`src/rtl/pipe_stage_skid_reg.sv`:
```
// pipe_stage_skid_reg: generic pipeline stage with a valid/ready handshake and a
// 2-entry skid buffer.
//
// The main register drives the downstream port. The skid register catches the
// one extra entry that arrives in the cycle downstream first stalls. Because of
// this, up_ready_o is decoded from state flops only and never sees dn_ready_i.
//
// Optional macro PIPE_PERF_EN adds saturating stall and flush counters.
module pipe_stage_skid_reg #(
  parameter int DATA_W         = 128,
  parameter int CTRL_W         = 8,
  parameter int FLUSH_CLR_DATA = 1,
  parameter int CNT_W          = 16
) (
  input  logic              clk,
  input  logic              rst_n,
  input  logic              flush_i,
  input  logic              up_valid_i,
  output logic              up_ready_o,
  input  logic [DATA_W-1:0] up_data_i,
  input  logic [CTRL_W-1:0] up_ctrl_i,
  output logic              dn_valid_o,
  input  logic              dn_ready_i,
  output logic [DATA_W-1:0] dn_data_o,
  output logic [CTRL_W-1:0] dn_ctrl_o,
  output logic [1:0]        occupancy_o
`ifdef PIPE_PERF_EN
  ,
  output logic [CNT_W-1:0]  stall_cnt_o,
  output logic [CNT_W-1:0]  flush_cnt_o
`endif
);

  // State value equals the number of held entries.
  typedef enum logic [1:0] {
    S_EMPTY = 2'd0,
    S_BUSY  = 2'd1,
    S_FULL  = 2'd2
  } state_t;

  state_t              r_state;
  state_t              w_state_nxt;
  logic [DATA_W-1:0]   r_main_data;
  logic [CTRL_W-1:0]   r_main_ctrl;
  logic [DATA_W-1:0]   r_skid_data;
  logic [CTRL_W-1:0]   r_skid_ctrl;
  logic                w_in;
  logic                w_out;
  logic                w_ld_main_up;
  logic                w_ld_main_skid;
  logic                w_ld_skid_up;

  assign up_ready_o  = (r_state != S_FULL);
  assign dn_valid_o  = (r_state != S_EMPTY);
  assign occupancy_o = r_state;
  assign dn_data_o   = r_main_data;
  // The main ctrl may still hold a departed entry's control, so gate it with valid.
  assign dn_ctrl_o   = dn_valid_o ? r_main_ctrl : '0;

  assign w_in  = up_valid_i & up_ready_o;
  assign w_out = dn_valid_o & dn_ready_i;

  // State register: entry count, cleared asynchronously.
  always_ff @(posedge clk or negedge rst_n) begin
    if (!rst_n) begin
      r_state <= S_EMPTY;
    end else begin
      r_state <= w_state_nxt;
    end
  end

  // Next state and register load enables; flush overrides every transfer.
  always_comb begin
    w_state_nxt    = r_state;
    w_ld_main_up   = 1'b0;
    w_ld_main_skid = 1'b0;
    w_ld_skid_up   = 1'b0;
    if (flush_i) begin
      w_state_nxt = S_EMPTY;
    end else begin
      case (r_state)
        S_EMPTY: begin
          if (w_in) begin
            w_state_nxt  = S_BUSY;
            w_ld_main_up = 1'b1;
          end
        end
        S_BUSY: begin
          if (w_in && w_out) begin
            w_ld_main_up = 1'b1;
          end else if (w_in) begin
            w_state_nxt  = S_FULL;
            w_ld_skid_up = 1'b1;
          end else if (w_out) begin
            w_state_nxt = S_EMPTY;
          end
        end
        S_FULL: begin
          if (w_out) begin
            w_state_nxt    = S_BUSY;
            w_ld_main_skid = 1'b1;
          end
        end
        default: w_state_nxt = S_EMPTY;
      endcase
    end
  end

  // Payload registers: load from upstream or skid; flush clears ctrl (and optionally data).
  always_ff @(posedge clk or negedge rst_n) begin
    if (!rst_n) begin
      r_main_data <= '0;
      r_main_ctrl <= '0;
      r_skid_data <= '0;
      r_skid_ctrl <= '0;
    end else if (flush_i) begin
      r_main_ctrl <= '0;
      r_skid_ctrl <= '0;
      if (FLUSH_CLR_DATA != 0) begin
        r_main_data <= '0;
        r_skid_data <= '0;
      end
    end else begin
      if (w_ld_main_up) begin
        r_main_data <= up_data_i;
        r_main_ctrl <= up_ctrl_i;
      end else if (w_ld_main_skid) begin
        r_main_data <= r_skid_data;
        r_main_ctrl <= r_skid_ctrl;
      end
      if (w_ld_skid_up) begin
        r_skid_data <= up_data_i;
        r_skid_ctrl <= up_ctrl_i;
      end
    end
  end

`ifdef PIPE_PERF_EN
  logic [CNT_W-1:0] r_stall_cnt;
  logic [CNT_W-1:0] r_flush_cnt;

  function automatic logic [CNT_W-1:0] sat_inc(input logic [CNT_W-1:0] v);
    return (&v) ? v : v + {{(CNT_W-1){1'b0}}, 1'b1};
  endfunction

  // Saturating counters of backpressure cycles and flush cycles.
  always_ff @(posedge clk or negedge rst_n) begin
    if (!rst_n) begin
      r_stall_cnt <= '0;
      r_flush_cnt <= '0;
    end else begin
      if (dn_valid_o && !dn_ready_i) r_stall_cnt <= sat_inc(r_stall_cnt);
      if (flush_i)                   r_flush_cnt <= sat_inc(r_flush_cnt);
    end
  end

  assign stall_cnt_o = r_stall_cnt;
  assign flush_cnt_o = r_flush_cnt;
`endif

endmodule

```
`config.mk`:
```
export PLATFORM = sky130hd
export DESIGN_NAME = pipe_stage_skid_reg
export DESIGN_NICKNAME = d
export VERILOG_FILES = /design/src/rtl/pipe_stage_skid_reg.sv
export SDC_FILE = /design/constraint.sdc
export NUM_CORES = 1
export LEC_CHECK = 0
export BUFFER_PORTS_ARGS = -buffer_cell sky130_fd_sc_hd__buf_4
export CAP_MARGIN = 15
export CORE_MARGIN = 4
export CORE_UTILIZATION = 50
export DETAILED_ROUTE_END_ITERATION = 8
export PLACE_DENSITY = 0.77
export REMOVE_ABC_BUFFERS = 1
export SKIP_LAST_GASP = 1
export SLEW_MARGIN = 0
export SYNTH_ARGS = -nofsm -noshare
export SYNTH_HDL_FRONTEND = slang
export SYNTH_SLANG_ARGS = --single-unit
```
`constraint.sdc`:
```
create_clock -name clk -period 1.95 [get_ports clk]
set_input_delay 0.0975 -clock clk [delete_from_list [all_inputs] [get_ports clk]]
set_output_delay 0.0975 -clock clk [all_outputs]
set_load 0.03 [all_outputs]
```
# == Yosys cells after proc, flatten, opt, wreduce, memory -nomap -nowiden ==
# Index checks and enable logic that the tools add are counted.
# totals
in_bits,141
elab_cells,48
reg_bits,274
# op_classes
reduce_logical,6
bitwise,2
n_mux,28
n_eq_ne,7
# op_table
operator,n
2-to-1 mux 128 bit,5
2-to-1 mux 8 bit,6
2-to-1 mux 2 bit,6
2-to-1 mux 1 bit,9
"inequality test 3 bit, second input constant",3
case mux 2 bit (3 select lines),1
"inequality test 4 bit, second input constant",1
AND reduction 4 bit,1
nonzero test 2 bit,2
nonzero test 3 bit,1
bitwise AND 1 bit,2
"== test 2 x 1 -> 1 bit, second input constant",1
"== test 2 bit, second input constant",1
zero test 2 bit,1
"inequality test 2 bit, second input constant",1
case mux 1 bit (2 select lines),1
logical AND 1 bit,1

# == Logic depth before layout (Yosys ltp) ==
# depth
depth_word,8
mapped_depth,8
mapped_depth_nobuf,4

# == Worst setup path before layout ==
# No wires, ideal clock.
# synth_path
path_kind,flip-flop to flip-flop
startpoint,"register r_state[0], in the netlist occupancy_o[0]"
endpoint,"register r_main_data[121], in the netlist dn_data_o[121]"
required_ps,1825
t_arrival_ps,1916
slack_ps,-91
synth_period_minus_slack_ps,2041
stages_incl_launch_ff,6
path_cell_list,dfrtp_1 -> or2b_2 -> a21boi_4 -> nor3_4 -> buf_6 -> mux2_2
# synth_between
elab_chain_len,8
elab_cells_between_ends,18
cone_classes,eq/ne (3); mux (9); bitwise (2); reduce/logical (4)
# synth_rtl
element,line,source
start: declaration,41,state_t r_state;
start signal: assignment,68,r_state <= w_state_nxt;
inequality test 2 bit (*),53,assign up_ready_o = (r_state != S_FULL);
net up_ready_o,19,"output logic up_ready_o,"
bitwise AND 1 bit (*),60,assign w_in = up_valid_i & up_ready_o;
logical AND 1 bit,89,if (w_in && w_out) begin
2-to-1 mux 1 bit,89,
case mux 1 bit (2 select lines) (*),81,case (r_state)
2-to-1 mux 1 bit (*),78,if (flush_i) begin
2-to-1 mux 128 bit,124,if (w_ld_main_up) begin
2-to-1 mux 128 bit,116,end else if (flush_i) begin
end signal: assignment,125,r_main_data <= up_data_i;
end signal: assignment,128,r_main_data <= r_skid_data;
end: declaration,43,logic [DATA_W-1:0] r_main_data;
# The timed path passes the listed nets; every way through them passes the cells marked *.
# A chain may end at the register's enable or synchronous reset.

# == Final worst setup path ==
# layout_path
startpoint,"register r_state[1], in the netlist occupancy_o[1]"
endpoint,register r_skid_data[49]
# layout_between
elab_chain_len,7
elab_cells_between_ends,11
cone_classes,eq/ne (2); mux (4); bitwise (2); reduce/logical (3)
# layout_rtl
element,line,source
inequality test 2 bit / nonzero test 2 bit (equally long branches),"53, 54",
bitwise AND 1 bit (on tied branches),"60, 61",
2-to-1 mux 1 bit / logical AND 1 bit (equally long branches),"91, 89",
2-to-1 mux 1 bit,89,
2-to-1 mux 1 bit (*),81,
2-to-1 mux 1 bit (*),78,
nonzero test 2 bit (no line) (*),-,
end signal: assignment,132,r_skid_data <= up_data_i;
end: declaration,45,logic [DATA_W-1:0] r_skid_data;
# Mark *: on every way between the ends. The rest lies on a longest branch, timed or not.

==> reports/summary.md <==
The tools report the number of library cell types mapped by synthesis as 27. The critical path in this run is classified as reg -> reg. After the first detailed-routing iteration, the DRC count stood at 745.

For the number of clock buffers inserted by TritonCTS, the log shows 29. Traced cell by cell, the critical path runs through nand2b_1 > buf_4 > nor3_4 > clkbuf_16 > a22o_1. The run gives 0.256 as the total track usage. The most common cell in the synthesized netlist is dfrtp_1.

The floorplan has 55 rows. The clock arrives with 24.3 ps of skew. The total power divided by cell area came out at 856 nW/um^2.

The run gives 0.431 as the share of power burned in the clock network. The total overflow left after global routing is 0. The vertical extent of the die was 160 um. The number of violations of the max-capacitance limit was 0.

The top cell type's share of synthesized area was 0.595; the clock network latency to the later pin of the worst-skew pair was 540 ps. The number of global-route vias before repair came out at 9976. After clock tree synthesis, the clock-pin slew on the worst setup and hold paths is 60 ps. The internal power contribution was 10.7 mW; the detailed-route vias per instance was 5.94. Counting instances in the post-synthesis netlist gives the leading cell types as 274 x dfrtp_1, 136 x a22o_1, 105 x mux2i_1. The transition at the pin with the smallest max-transition slack was 550 ps. The level count of the clock H-tree came out at 1. Counting along the longest clock path gives a buffer depth of 3. The run finished with clean final reports. Detailed routing inserted a total of 9356 vias.

The worst hold path belongs to the class in -> reg. The switching part of the total power was 0.246. 281 I/O pins were placed.

The utilization of the core after routing came out at 0.731. Global-route wire length before repair: 54300 um. The worst setup path is launched from a flop.

In the final design database the tool counted 1407 nets. On the worst path, the slowest cell contributes a delay of 440 ps. The tools report the cell at the root of the clock tree as clkbuf_16.

After routing the design area is 16500 um^2. The number of antenna violations at the first check in global routing was 1. The register area share after synthesis was 0.595.

VDD sags by at most 0.774 mV. The portion of total power attributed to combinational logic was 0.144. Total power for the finished layout comes to 14.2 mW. Slowest stage cell on the critical path: dfrtp_2. The floorplan step defined a die boundary enclosing 25500 um^2. Clock tree synthesis found a total of 274 sinks. The die span in x is 160 um, and the total half-perimeter wirelength after legalization and detailed placement is 19700 um. The Yosys step of the flow raised 0 warnings. In this run the standard cell core region covers 22600 um^2.

The largest fanout of any net on the critical path is 78. The total of buffers placed on input and output ports is 280, and the required time at the worst-slack endpoint is 2430 ps. The initial core utilization is 0.509, and the worst-case headroom to the max-slew limit is 0.634. The top cell family by delay on the critical path is buffers and inverters. Count of flip-flops with a built-in enable after synthesis: 0. The tools report the data arrival time of the critical path as 2370 ps. The cell type contributing the most total cell area after synthesis is dfrtp_1. The congestion estimate from routability-driven global placement came to 0.809. The sequential cell fraction of total power is 0.425. Setup repair after global routing left no endpoint under its margin. Hold timing on the final database bottoms out at a slack of 59.3 ps.

For the total wire length after detailed routing, the log shows 33200 um. TritonCTS built the clock tree. The tools report the endpoint class of the critical path as a flop. Leading register cell type out of synthesis: dfrtp_1. In the synthesized netlist, the number of instances is 859.

The period utilization is 0.974, and the layout overhead on the synthesized area is 43.6%. The number of endpoints failing setup at the final stage was 0. The mapped netlist covers 11500 um^2. The number of remaining DRC errors was 0; the share of post-route cells with drive strength above 1 was 0.320. For the maximum achievable frequency, the log shows 527 MHz. For the maximum number of pins on one net before global-route repair, the log shows 79. Summed over all cells, the static leakage comes to 8.35 nW. The fraction of registers with async set or reset after synthesis is 1.00, and the number of antenna-violating nets in the routed design is 0.

The average routed wire per standard cell is 21.1 um, and the number of buffers and inverters on the critical path is 2. The clock period could shrink to 1900 ps. The count of final max-slew check failures came out at 0. Before antenna repair, the detailed router went through 5 iterations. After synthesis, the cell types taking the most area are dfrtp_1 60%, a22o_1 10%, mux2i_1 9.1%.

The mean instance size in the synthesized netlist is 13.4 um^2. After filler insertion, the fill cell instance count of the layout stands at 1422. The register bit count reported by yosys came out at 274. The tools report the number of failing hold endpoints at the final stage as 0.

The post-place instance area is 14000 um^2, and the switching component of the power is 3.49 mW.
## layout by cell type (no fill, tap or decap), types with 2 or more instances in the layout
master,n
buf_12,15
dfrtp_1,273
mux2_2,32
a22o_1,136
buf_6,2
clkinv_2,3
o21ai_0,32
nor2b_1,8
buf_4,302
nor2_1,3
a21oi_1,33
inv_1,2
nand2b_1,2
clkbuf_1,4
bufinv_16,6
nand3_1,32
dlygate4sd3_1,140
mux2i_1,105
clkbuf_16,30
o2bb2ai_1,104
clkbuf_8,9
nor3_4,2
## cells by family (layout without fill, tap and decap cells)
kind of cell / after synthesis / in the layout / synth area share
multiplexers: 137 / 137 / 0.122
buffers and inverters: 87 / 516 / 0.0422
other: 0 / 1 / 0
AND/OR/NAND/NOR: 52 / 52 / 0.0256
AO/OA/AOI/OAI: 309 / 309 / 0.215
flip-flops: 274 / 274 / 0.595
## state kept, by name, summed over array words and instances (netlist names)
register and cells:
dn_data_o 128, r_skid_data 128, r_main_ctrl 8, r_skid_ctrl 8, occupancy_o 2
## through the flow
stage          cells  TNS [ps]  worst slack [ps]
2_1_floorplan    774   -933410             -3750
3_3_place_gp    1380         0               157
3_5_place_dp    1380         0              65.6
4_1_cts         1573         0              63.8
5_1_grt         1574         0              15.8
6_report        1574         0              51.1
## repair_timing
item / 4_1_cts / 5_1_grt
endpoints found under the setup margin: 0 / 27
hold buffers: 140 / 0
setup buffers: 0 / 0
hold endpoints to repair: 424 / 0
resized for setup: 0 / 4
## power groups by stage
stage	Clock, mW	Sequential [mW]	Combinational (mW)
global placement	0	6.11	1.77
global route	6.44	6.05	2.18
detailed placement	0	6.11	1.79
CTS	6.18	6.02	2.03
finish	6.10	6.03	2.04
floorplan	0	6.33	0.648
## final timing paths
path | from | to | slack [ps] | depth (start not counted)
worst max register to register | occupancy_o[1] | r_skid_data[49] | 50 | 5
worst max-delay path | occupancy_o[1] | r_skid_data[49] | 50 | 5
worst min-delay path | flush_i | dn_data_o[119] | 60 | 3
max in group asynchronous | rst_n | r_skid_data[93] | 1110 | 3
worst min register to register | r_main_ctrl[5] | r_main_ctrl[5] | 480 | 1
min in group asynchronous | rst_n | r_skid_data[10] | 130 | 2
## metal layers
metal / up-vias / GRT usage / wire length (um)
met2: 439 / 0.417 / 16000
met3: 77 / 0.0501 / 2310
met5: - / 0 / 0
met4: 0 / 0.0802 / 973
li1: 4088 / - / -
met1: 4752 / 0.351 / 13900
## cell type report
type / count / area [um^2] / area share
Multi-Input combinational cell: 498 / 4210 / 0.254
Tap cell: 285 / 357 / 0.0216
Inverter: 2 / 7.51 / 0.000454
Antenna cell: 1 / 2.50 / 0.000151
Sequential cell: 274 / 6860 / 0.415
Clock buffer: 42 / 865 / 0.0523
Timing Repair Buffer: 461 / 4030 / 0.244
Clock inverter: 11 / 215 / 0.0130
## tightest hold or removal path, cell delays in order
cell and delay [ps]:
buf_4 170, a21oi_1 130, mux2_2 150
Power figures use the tool's default switching activity.
